$ cat config.mk
export PLATFORM = sky130hd
export DESIGN_NAME = lut_arbiter_flat
export DESIGN_NICKNAME = d
export VERILOG_FILES = /design/src/rtl/lut_arbiter_if.sv /design/src/rtl/lut_arbiter.sv /design/src/flat_wrapper.sv
export SDC_FILE = /design/constraint.sdc
export NUM_CORES = 1
export LEC_CHECK = 0
export ABC_CLOCK_PERIOD_IN_PS = 1600
export CAP_MARGIN = 10
export CORE_ASPECT_RATIO = 1.1
export CORE_UTILIZATION = 30
export DETAILED_ROUTE_END_ITERATION = 8
export GPL_TIMING_DRIVEN = 0
export PLACE_DENSITY = 0.69
export SYNTH_ARGS = -nofsm -noshare
export SYNTH_HDL_FRONTEND = slang
export SYNTH_SLANG_ARGS = --single-unit
$ cat constraint.sdc
create_clock -name clk -period 1.6 [get_ports clk]
set_input_delay 0.24 -clock clk [delete_from_list [all_inputs] [get_ports clk]]
set_output_delay 0.24 -clock clk [all_outputs]
set_load 0.02 [all_outputs]
$ cat src/rtl/lut_arbiter_if.sv
// Requester-side and LUT-side signal bundle for lut_arbiter.
// The slave modport is the arbiter's view; master is the surrounding requesters/LUT.
interface lut_arbiter_if #(
  parameter int unsigned NREQ = 4,
  parameter int unsigned DW   = 21
);
  localparam int unsigned GW = (NREQ > 1) ? $clog2(NREQ) : 1;

  logic [NREQ-1:0]    req_valid;
  logic [NREQ*DW-1:0] req_data;
  logic [NREQ-1:0]    req_bypass;
  logic [NREQ-1:0]    req_ovf;
  logic [NREQ-1:0]    req_ready;

  logic [DW-1:0]      lut_in;
  logic               lut_bypass;
  logic               lut_shift_overf;
  logic               lut_en;
  logic [DW-1:0]      lut_out;

  logic [NREQ-1:0]    rsp_valid;
  logic [DW-1:0]      rsp_data;
  logic [NREQ-1:0]    rsp_ready;

  logic [GW-1:0]      grant_id;
  logic               busy;

  modport master (
    output req_valid, req_data, req_bypass, req_ovf, rsp_ready, lut_out,
    input  req_ready, lut_in, lut_bypass, lut_shift_overf, lut_en,
           rsp_valid, rsp_data, grant_id, busy
  );

  modport slave (
    input  req_valid, req_data, req_bypass, req_ovf, rsp_ready, lut_out,
    output req_ready, lut_in, lut_bypass, lut_shift_overf, lut_en,
           rsp_valid, rsp_data, grant_id, busy
  );
endinterface

$ cat src/rtl/lut_arbiter.sv
// Round-robin arbiter that time-shares one registered activation LUT between NREQ requesters.
// One operation at a time: IDLE (grant) -> ISSUE (lut_en) -> WAIT (capture) -> RESP (return).
module lut_arbiter #(
  parameter int unsigned NREQ = 4,
  parameter int unsigned DW   = 21
) (
  input logic          clk,
  input logic          reset,
  lut_arbiter_if.slave bus
);
  localparam int unsigned GW = (NREQ > 1) ? $clog2(NREQ) : 1;

  typedef enum logic [1:0] {StIdle, StIssue, StWait, StResp} state_e;

  state_e        state_q, state_d;
  logic [GW-1:0] rr_ptr_q, rr_ptr_d;
  logic [GW-1:0] grant_q, grant_d;
  logic [DW-1:0] lut_in_q, lut_in_d;
  logic          lut_byp_q, lut_byp_d;
  logic          lut_ovf_q, lut_ovf_d;
  logic [DW-1:0] rsp_data_q, rsp_data_d;

  logic [GW-1:0]   pick;
  logic            pick_vld;
  logic [NREQ-1:0] req_ready;
  logic [NREQ-1:0] rsp_valid;
  logic            lut_en;

  // First valid requester searching from rr_ptr upwards, wrapping modulo NREQ.
  always_comb begin
    int unsigned   idx;
    logic [GW-1:0] sel;
    pick     = '0;
    pick_vld = 1'b0;
    idx      = 0;
    sel      = '0;
    for (int unsigned k = 0; k < NREQ; k++) begin
      idx = 32'(rr_ptr_q) + k;
      if (idx >= NREQ) idx = idx - NREQ;
      sel = GW'(idx);
      if (!pick_vld && bus.req_valid[sel]) begin
        pick_vld = 1'b1;
        pick     = sel;
      end
    end
  end

  always_comb begin
    state_d    = state_q;
    rr_ptr_d   = rr_ptr_q;
    grant_d    = grant_q;
    lut_in_d   = lut_in_q;
    lut_byp_d  = lut_byp_q;
    lut_ovf_d  = lut_ovf_q;
    rsp_data_d = rsp_data_q;
    req_ready  = '0;
    rsp_valid  = '0;
    lut_en     = 1'b0;

    unique case (state_q)
      StIdle: begin
        if (pick_vld) begin
          // Gated by reset so no acceptance pulse leaks out while held in reset.
          req_ready[pick] = reset;
          grant_d         = pick;
          lut_in_d        = bus.req_data[pick*DW +: DW];
          lut_byp_d       = bus.req_bypass[pick];
          lut_ovf_d       = bus.req_ovf[pick];
          state_d         = StIssue;
        end
      end
      StIssue: begin
        lut_en  = 1'b1;
        state_d = StWait;
      end
      StWait: begin
        rsp_data_d = bus.lut_out;
        state_d    = StResp;
      end
      StResp: begin
        rsp_valid[grant_q] = 1'b1;
        if (bus.rsp_ready[grant_q]) begin
          rr_ptr_d = (grant_q == GW'(NREQ - 1)) ? '0 : grant_q + 1'b1;
          state_d  = StIdle;
        end
      end
      default: state_d = StIdle;
    endcase
  end

  always_ff @(posedge clk or negedge reset) begin
    if (!reset) begin
      state_q    <= StIdle;
      rr_ptr_q   <= '0;
      grant_q    <= '0;
      lut_in_q   <= '0;
      lut_byp_q  <= 1'b0;
      lut_ovf_q  <= 1'b0;
      rsp_data_q <= '0;
    end else begin
      state_q    <= state_d;
      rr_ptr_q   <= rr_ptr_d;
      grant_q    <= grant_d;
      lut_in_q   <= lut_in_d;
      lut_byp_q  <= lut_byp_d;
      lut_ovf_q  <= lut_ovf_d;
      rsp_data_q <= rsp_data_d;
    end
  end

  assign bus.req_ready       = req_ready;
  assign bus.rsp_valid       = rsp_valid;
  assign bus.rsp_data        = rsp_data_q;
  assign bus.lut_in          = lut_in_q;
  assign bus.lut_bypass      = lut_byp_q;
  assign bus.lut_shift_overf = lut_ovf_q;
  assign bus.lut_en          = lut_en;
  assign bus.grant_id        = grant_q;
  assign bus.busy            = (state_q != StIdle);

endmodule
$ cat src/flat_wrapper.sv
// flat-port wrapper written by rule: the top's interface ports become plain ports
module lut_arbiter_flat 
#(
  parameter int unsigned NREQ = 4,
  parameter int unsigned DW   = 21
)
  (clk, reset, bus_req_valid, bus_req_data, bus_req_bypass, bus_req_ovf, bus_rsp_ready, bus_lut_out, bus_req_ready, bus_lut_in, bus_lut_bypass, bus_lut_shift_overf, bus_lut_en, bus_rsp_valid, bus_rsp_data, bus_grant_id, bus_busy);
  lut_arbiter_if #(.NREQ(NREQ), .DW(DW)) bus_i ();
  input logic clk;
  input logic reset;
  input wire logic [$bits(bus_i.req_valid)-1:0] bus_req_valid;
  input wire logic [$bits(bus_i.req_data)-1:0] bus_req_data;
  input wire logic [$bits(bus_i.req_bypass)-1:0] bus_req_bypass;
  input wire logic [$bits(bus_i.req_ovf)-1:0] bus_req_ovf;
  input wire logic [$bits(bus_i.rsp_ready)-1:0] bus_rsp_ready;
  input wire logic [$bits(bus_i.lut_out)-1:0] bus_lut_out;
  output wire logic [$bits(bus_i.req_ready)-1:0] bus_req_ready;
  output wire logic [$bits(bus_i.lut_in)-1:0] bus_lut_in;
  output wire logic [$bits(bus_i.lut_bypass)-1:0] bus_lut_bypass;
  output wire logic [$bits(bus_i.lut_shift_overf)-1:0] bus_lut_shift_overf;
  output wire logic [$bits(bus_i.lut_en)-1:0] bus_lut_en;
  output wire logic [$bits(bus_i.rsp_valid)-1:0] bus_rsp_valid;
  output wire logic [$bits(bus_i.rsp_data)-1:0] bus_rsp_data;
  output wire logic [$bits(bus_i.grant_id)-1:0] bus_grant_id;
  output wire logic [$bits(bus_i.busy)-1:0] bus_busy;
  assign bus_i.req_valid = bus_req_valid;
  assign bus_i.req_data = bus_req_data;
  assign bus_i.req_bypass = bus_req_bypass;
  assign bus_i.req_ovf = bus_req_ovf;
  assign bus_i.rsp_ready = bus_rsp_ready;
  assign bus_i.lut_out = bus_lut_out;
  assign bus_req_ready = bus_i.req_ready;
  assign bus_lut_in = bus_i.lut_in;
  assign bus_lut_bypass = bus_i.lut_bypass;
  assign bus_lut_shift_overf = bus_i.lut_shift_overf;
  assign bus_lut_en = bus_i.lut_en;
  assign bus_rsp_valid = bus_i.rsp_valid;
  assign bus_rsp_data = bus_i.rsp_data;
  assign bus_grant_id = bus_i.grant_id;
  assign bus_busy = bus_i.busy;
  lut_arbiter #(.NREQ(NREQ), .DW(DW)) u_core (.clk(clk), .reset(reset), .bus(bus_i));
endmodule
# ---- Word-level counts from Yosys, hierarchy flattened
# Cells that the tools add are included.
dict set report op_classes {
  addsub 8
  multipliers 1
  n_lt_le_gt_ge 12
  eq_ne 6
  n_shift 1
  mux 38
  bitwise_logic 1
  reduce_logical 13
}
# cell n
set ops {}
lappend ops {{84-bit by 8-bit indexed part select with 21-bit output} 1}
lappend ops {{2-bit 2-to-1 mux} 11}
lappend ops {{2-bit by 3-bit less-than comparator with 1-bit output (second input constant)} 6}
lappend ops {{1-bit binary-select mux with 2-bit select} 7}
lappend ops {{1-bit 2-to-1 mux} 14}
lappend ops {{4-bit 2-to-1 mux} 3}
lappend ops {{3-bit >= comparator (second input constant)} 3}
lappend ops {{2-bit case mux with 4 select lines} 1}
lappend ops {{2-bit by 1-bit subtractor with 2-bit output (second input constant)} 4}
lappend ops {{2-bit by 5-bit multiplier with 7-bit output (second input constant)} 1}
lappend ops {{2-bit by 2-bit adder with 3-bit output (second input constant)} 2}
lappend ops {{2-bit equality test (second input constant)} 3}
lappend ops {{2-bit AND reduction} 3}
lappend ops {{1-bit logical AND} 5}
lappend ops {{4-bit bitwise AND} 1}
lappend ops {{1-bit demux with 2-bit select} 2}
lappend ops {{2-bit by 1-bit >= comparator with 1-bit output (second input constant)} 2}
lappend ops {{2-bit by 1-bit != test with 1-bit output (second input constant)} 2}
lappend ops {{2-bit by 1-bit adder with 3-bit output (second input constant)} 1}
lappend ops {{2-bit by 3-bit >= comparator with 1-bit output (second input constant)} 1}
lappend ops {{1-bit logical NOT} 3}
lappend ops {{2-bit by 1-bit adder with 2-bit output (second input constant)} 1}
lappend ops {{2-bit by 1-bit equality test with 1-bit output (second input constant)} 1}
lappend ops {{2-bit logical NOT} 1}
lappend ops {{2-bit nonzero test} 1}
dict set report word_totals {
  regBits 50
  in_bits 123
  out_inout_bits 56
  wordCells 87
}

# ---- Depth between registers and ports, before layout
# Gate-level depths: netlist of run 1.
dict set report depth {
  word_depth 21
  ltp_mapped 7
  depth_no_buf 6
}

# ---- Least setup slack after synthesis of run 1
# OpenSTA, ideal clock, no wires.
dict set report synth_path {
  path_type {reg2out}
  from {register u_core.state_q[0]}
  to {output bus_req_ready[0]}
  arrival_time_ns 1.654
  required_ns 1.360
  setup_slack_ns -0.294
  path_stages_with_launch 7
  path_cell_list {dfrtp_1 inv_1 ha_1 inv_1 nor2_1 nand2_1 nor3_1}
}
dict set report synth_via {
  elab_chain_len 2
}
# item line
set synth_lines {}
lappend synth_lines {{start: declaration} lut_arbiter.sv:15} ;# state_e state_q, state_d;
lappend synth_lines {{start signal: assignment} lut_arbiter.sv:93} ;# state_q <= StIdle;
lappend synth_lines {{start signal: assignment} lut_arbiter.sv:101} ;# state_q <= state_d;
lappend synth_lines {{2-bit logical NOT} lut_arbiter.sv:60} ;# unique case (state_q)
lappend synth_lines {{4-bit 2-to-1 mux} lut_arbiter.sv:60}
lappend synth_lines {{end: declaration} flat_wrapper.sv:17} ;# output wire logic [$bits(bus_i.req_ready)-1:0] bus_req_ready;
# Every way passes these cells.

# ---- Final worst setup path of run 1
dict set report layout_path {
  from {register u_core.rr_ptr_q[0]}
  to {output bus_req_ready[0]}
}
dict set report layout_via {
  elab_chain_len 21
  word_cells_on_any_way 45
}
# item line
set layout_lines {}
lappend layout_lines {{start: declaration} lut_arbiter.sv:16} ;# logic [GW-1:0] rr_ptr_q, rr_ptr_d;
lappend layout_lines {{start signal: assignment} lut_arbiter.sv:102} ;# rr_ptr_q <= rr_ptr_d;
lappend layout_lines {{branches (longest 19 deep; another with 2-bit by 1-bit adder with 3-bit output)} n/a}
lappend layout_lines {{4-bit 2-to-1 mux *} lut_arbiter.sv:62} ;# if (pick_vld) begin
lappend layout_lines {{4-bit 2-to-1 mux *} lut_arbiter.sv:60}
# Mark *: on every way between the ends. The select of a mux whose other input is x is not followed.

==> results of run 1 <==
-- routing by layer --
layer	up-vias	part of all wire, %
met5	-	0
met4	0	0.45
met3	6	9.4
met2	113	53
met1	1282	37
li1	1259	-
-- power breakdown --
group / internal [mW] / switching, mW / total, mW
registers: 1.92 / 0.383 / 2.30
logic: 3.26 / 2.85 / 6.12
clock network: 0.469 / 0.455 / 0.924
total: 5.65 / 3.69 / 9.34
-- state kept, by name, summed over array words and instances (netlist names) --
register / flops
u_core.bus.lut_shift_overf: 1
u_core.state_q: 2
u_core.bus.lut_bypass: 1
u_core.bus.grant_id: 2
u_core.bus.rsp_data: 21
u_core.rr_ptr_q: 2
u_core.bus.lut_in: 21
-- critical path, cell delays in order, from the launching register on --
cell and delay (ns):
dfrtp_1 0.42, nand2b_4 0.16, and2b_1 0.16, o32a_1 0.16
buf_6 0.13, buf_12 0.13, nor3_4 0.12, buf_6 0.14
-- area by class of cell --
| class | count | share of cell area, % |
|---|---|---|
| clock inverter | 3 | 0.822 |
| sequential | 50 | 23.6 |
| tap | 114 | 2.68 |
| inverter | 7 | 0.587 |
| multi-input combinational | 159 | 29.7 |
| clock buffer | 5 | 1.29 |
| timing repair buffer | 198 | 38.3 |
| buffer | 14 | 3.01 |
-- cell usage in the layout, fill, tap and decap left out, types with 2 or more instances in the layout --
cell	n
a21oi_1	2
and2_4	3
buf_12	8
buf_16	3
buf_2	5
buf_4	12
buf_6	9
clkbuf_4	2
clkbuf_8	5
clkdlybuf4s50_1	159
dfrtp_1	47
dfrtp_2	3
dlygate4sd2_1	6
dlymetal6s2s_1	2
ha_1	6
ha_4	2
inv_1	3
inv_2	3
inv_6	2
mux2_2	22
mux2i_1	38
mux2i_2	2
mux2i_4	6
nand2_1	27
nand2_2	2
nand2b_1	2
nor2b_2	2
nor3_4	4
o21ai_1	2
o221ai_1	19
o221ai_2	4
o32a_1	2
-- metrics by stage --
stage / area (µm²) / cells
after floorplan: 2770 / 230
after global placement: 4690 / 522
after detailed placement: 4710 / 523
after CTS: 5200 / 546
after global routing: 5330 / 550
final: 5330 / 550
-- logic make-up (layout without fill, tap and decap cells) --
| kind of cell | count (synthesis) | in the layout | synth area share, % |
|---|---|---|---|
| flops | 50 | 50 | 46.2 |
| compound gates | 35 | 35 | 10.6 |
| fa+ha+maj | 8 | 8 | 3.70 |
| buf+inv | 21 | 227 | 4.76 |
| simple gates | 47 | 47 | 7.76 |
| mux | 69 | 69 | 27.0 |
-- worst paths after layout --
| kind | endpoint | slack (ns) | cells past startpoint |
|---|---|---|---|
| max in group asynchronous | u_core.bus.grant_id[0] | 0.61 | 2 |
| min | u_core.bus.lut_in[10] | 0.34 | 2 |
| min in group clk | u_core.bus.lut_in[20] | 0.50 | 2 |
| max | bus_req_ready[0] | -0.35 | 7 |
| max reg2reg | u_core.bus.lut_in[14] | -0.32 | 9 |
| min reg2reg | u_core.bus.lut_in[20] | 0.50 | 2 |
-- repair_timing --
item | 4_1_cts | 5_1_grt
resized for setup | 100 | 37
buffers inserted | 9 | 7
gates cloned | 4 | 0
pin swaps | 21 | 8
hold buffers | 2 | 0
setup endpoints to repair | 57 | 60
hold endpoints to repair | 20 | 0
==> impl_metrics.env, run 1 <==
export IMPL_whs_ns=0.337
export IMPL_grtUsageMet1_pct=20.7
export IMPL_rsz0062_at_grt="true"
export IMPL_cp_max_fo=5
export IMPL_run_status="finished with violations"
export IMPL_synth_most_common_cell="dfrtp_1"
export IMPL_avgRoutedWirePerCell_um=17.1
export IMPL_synth_edf_count=0
export IMPL_drc_errors=0
export IMPL_postRouteAntennaNets=0
export IMPL_syn_nets=361
export IMPL_dp_slack_ns=-1.00
export IMPL_fin_util_pct=60.3
export IMPL_use_met3_pct=7.21
export IMPL_grt_total_usage_pct=19.7
export IMPL_fmax_mhz=512
export IMPL_clockRootBuffer="clkbuf_8"
export IMPL_start_util_pct=30.7
export IMPL_clock_sinks=50
export IMPL_synth_seq_area_share_pct=46.2
export IMPL_r2r_start="u_core.rr_ptr_q[0]"
export IMPL_relSlewSlack_pct=36.6
export IMPL_synth_warnings=0
export IMPL_worst_pin_slew_ns=0.950
export IMPL_cts_tree="built"
export IMPL_p_leak_nw=2.26
export IMPL_core_area_um2=8830
export IMPL_synthArstFlopShare_pct=100
export IMPL_required_ns=1.36
export IMPL_path_clk_slew_ns=0.10
export IMPL_finalSetupViolations=28
export IMPL_finalPower_mw=9.34
export IMPL_worstSetupEndpointType="output pin"
export IMPL_grt_pass1_wl_um=14200
export IMPL_tns_ns=-7.32
export IMPL_fin_crit_sh_pct=122
export IMPL_gp_congestion=0.799
export IMPL_pin_count=179
export IMPL_syn_avg_cell_area_um2=11.8
export IMPL_htree_levels=2
export IMPL_finClkSkew_ns=0.00726
export IMPL_syn_cell_area_um2=2710
export IMPL_clock_path_buffers=2
export IMPL_cp_start_kind="register"
export IMPL_drive_gt1_share_pct=25.9
export IMPL_dr_pass1_iters=4
export IMPL_yosys_top_cells_area="dfrtp_1 46%, mux2i_1 17%, mux2_2 9.1%"
export IMPL_viasPerCell=4.84
export IMPL_fillCellCount=751
export IMPL_synth_cells=230
export IMPL_place_hpwl_um=6860
export IMPL_maxSlewViolCount=0
export IMPL_powerDensity_nw_per_um2=1750
export IMPL_ff_latch_area_um2=1250
export IMPL_yosysTopAreaCell="dfrtp_1"
export IMPL_cap_violations=0
export IMPL_numCtsBuffers=5
export IMPL_drt_iter0_markers=57
export IMPL_hold_class="in -> async"
export IMPL_dieArea_um2=9410
export IMPL_grt_max_degree=31
export IMPL_die_w_um=92.6
export IMPL_ir_worst_vdd_v=0.00102
export IMPL_violations="setup timing"
export IMPL_globalRouteMet2Util_pct=37.7
export IMPL_hold_violations=0
export IMPL_critical_path_startpoint="u_core.rr_ptr_q[0]"
export IMPL_rows=36
export IMPL_cp_data_arrival_time_ns=1.71
export IMPL_die_h_um=102
export IMPL_top_usage_layer="met2"
export IMPL_critical_path_class="reg -> out"
export IMPL_routed_wl_um=9390
export IMPL_multi_input_area_um2=1580
export IMPL_synthFlopType="dfrtp_1"
export IMPL_clk_latency_ns=0.31
export IMPL_nets=566
export IMPL_via_count=2660
export IMPL_placement_io_buffers=178
export IMPL_antenna_cells=0
export IMPL_period_minus_slack_ns=1.95
export IMPL_antenna_found_initial=0
export IMPL_grt_ovfl_total=0
export IMPL_grt_pass1_vias=2812
export IMPL_synth_distinct_cells=27
export IMPL_fin_ws_ns=-0.353
export IMPL_synth_seq_cells=50
export IMPL_synth_top_cells_by_count="50 x dfrtp_1, 46 x mux2i_1, 30 x nand2_1"
export IMPL_syn_to_final_growth_pct=96.6
export IMPL_synth_top_area_share_pct=46.2
(Power assumes the default switching activity.)
==> inputs of run 2 (changes only) <==
--- a/config.mk
+++ b/config.mk
@@ -15,3 +15,4 @@
 export SYNTH_ARGS = -nofsm -noshare
 export SYNTH_HDL_FRONTEND = slang
 export SYNTH_SLANG_ARGS = --single-unit
+export TNS_END_PERCENT = 100
==> results of run 2 <==
Same layout as run 1: the final DEF is identical, and so are final timing and power.
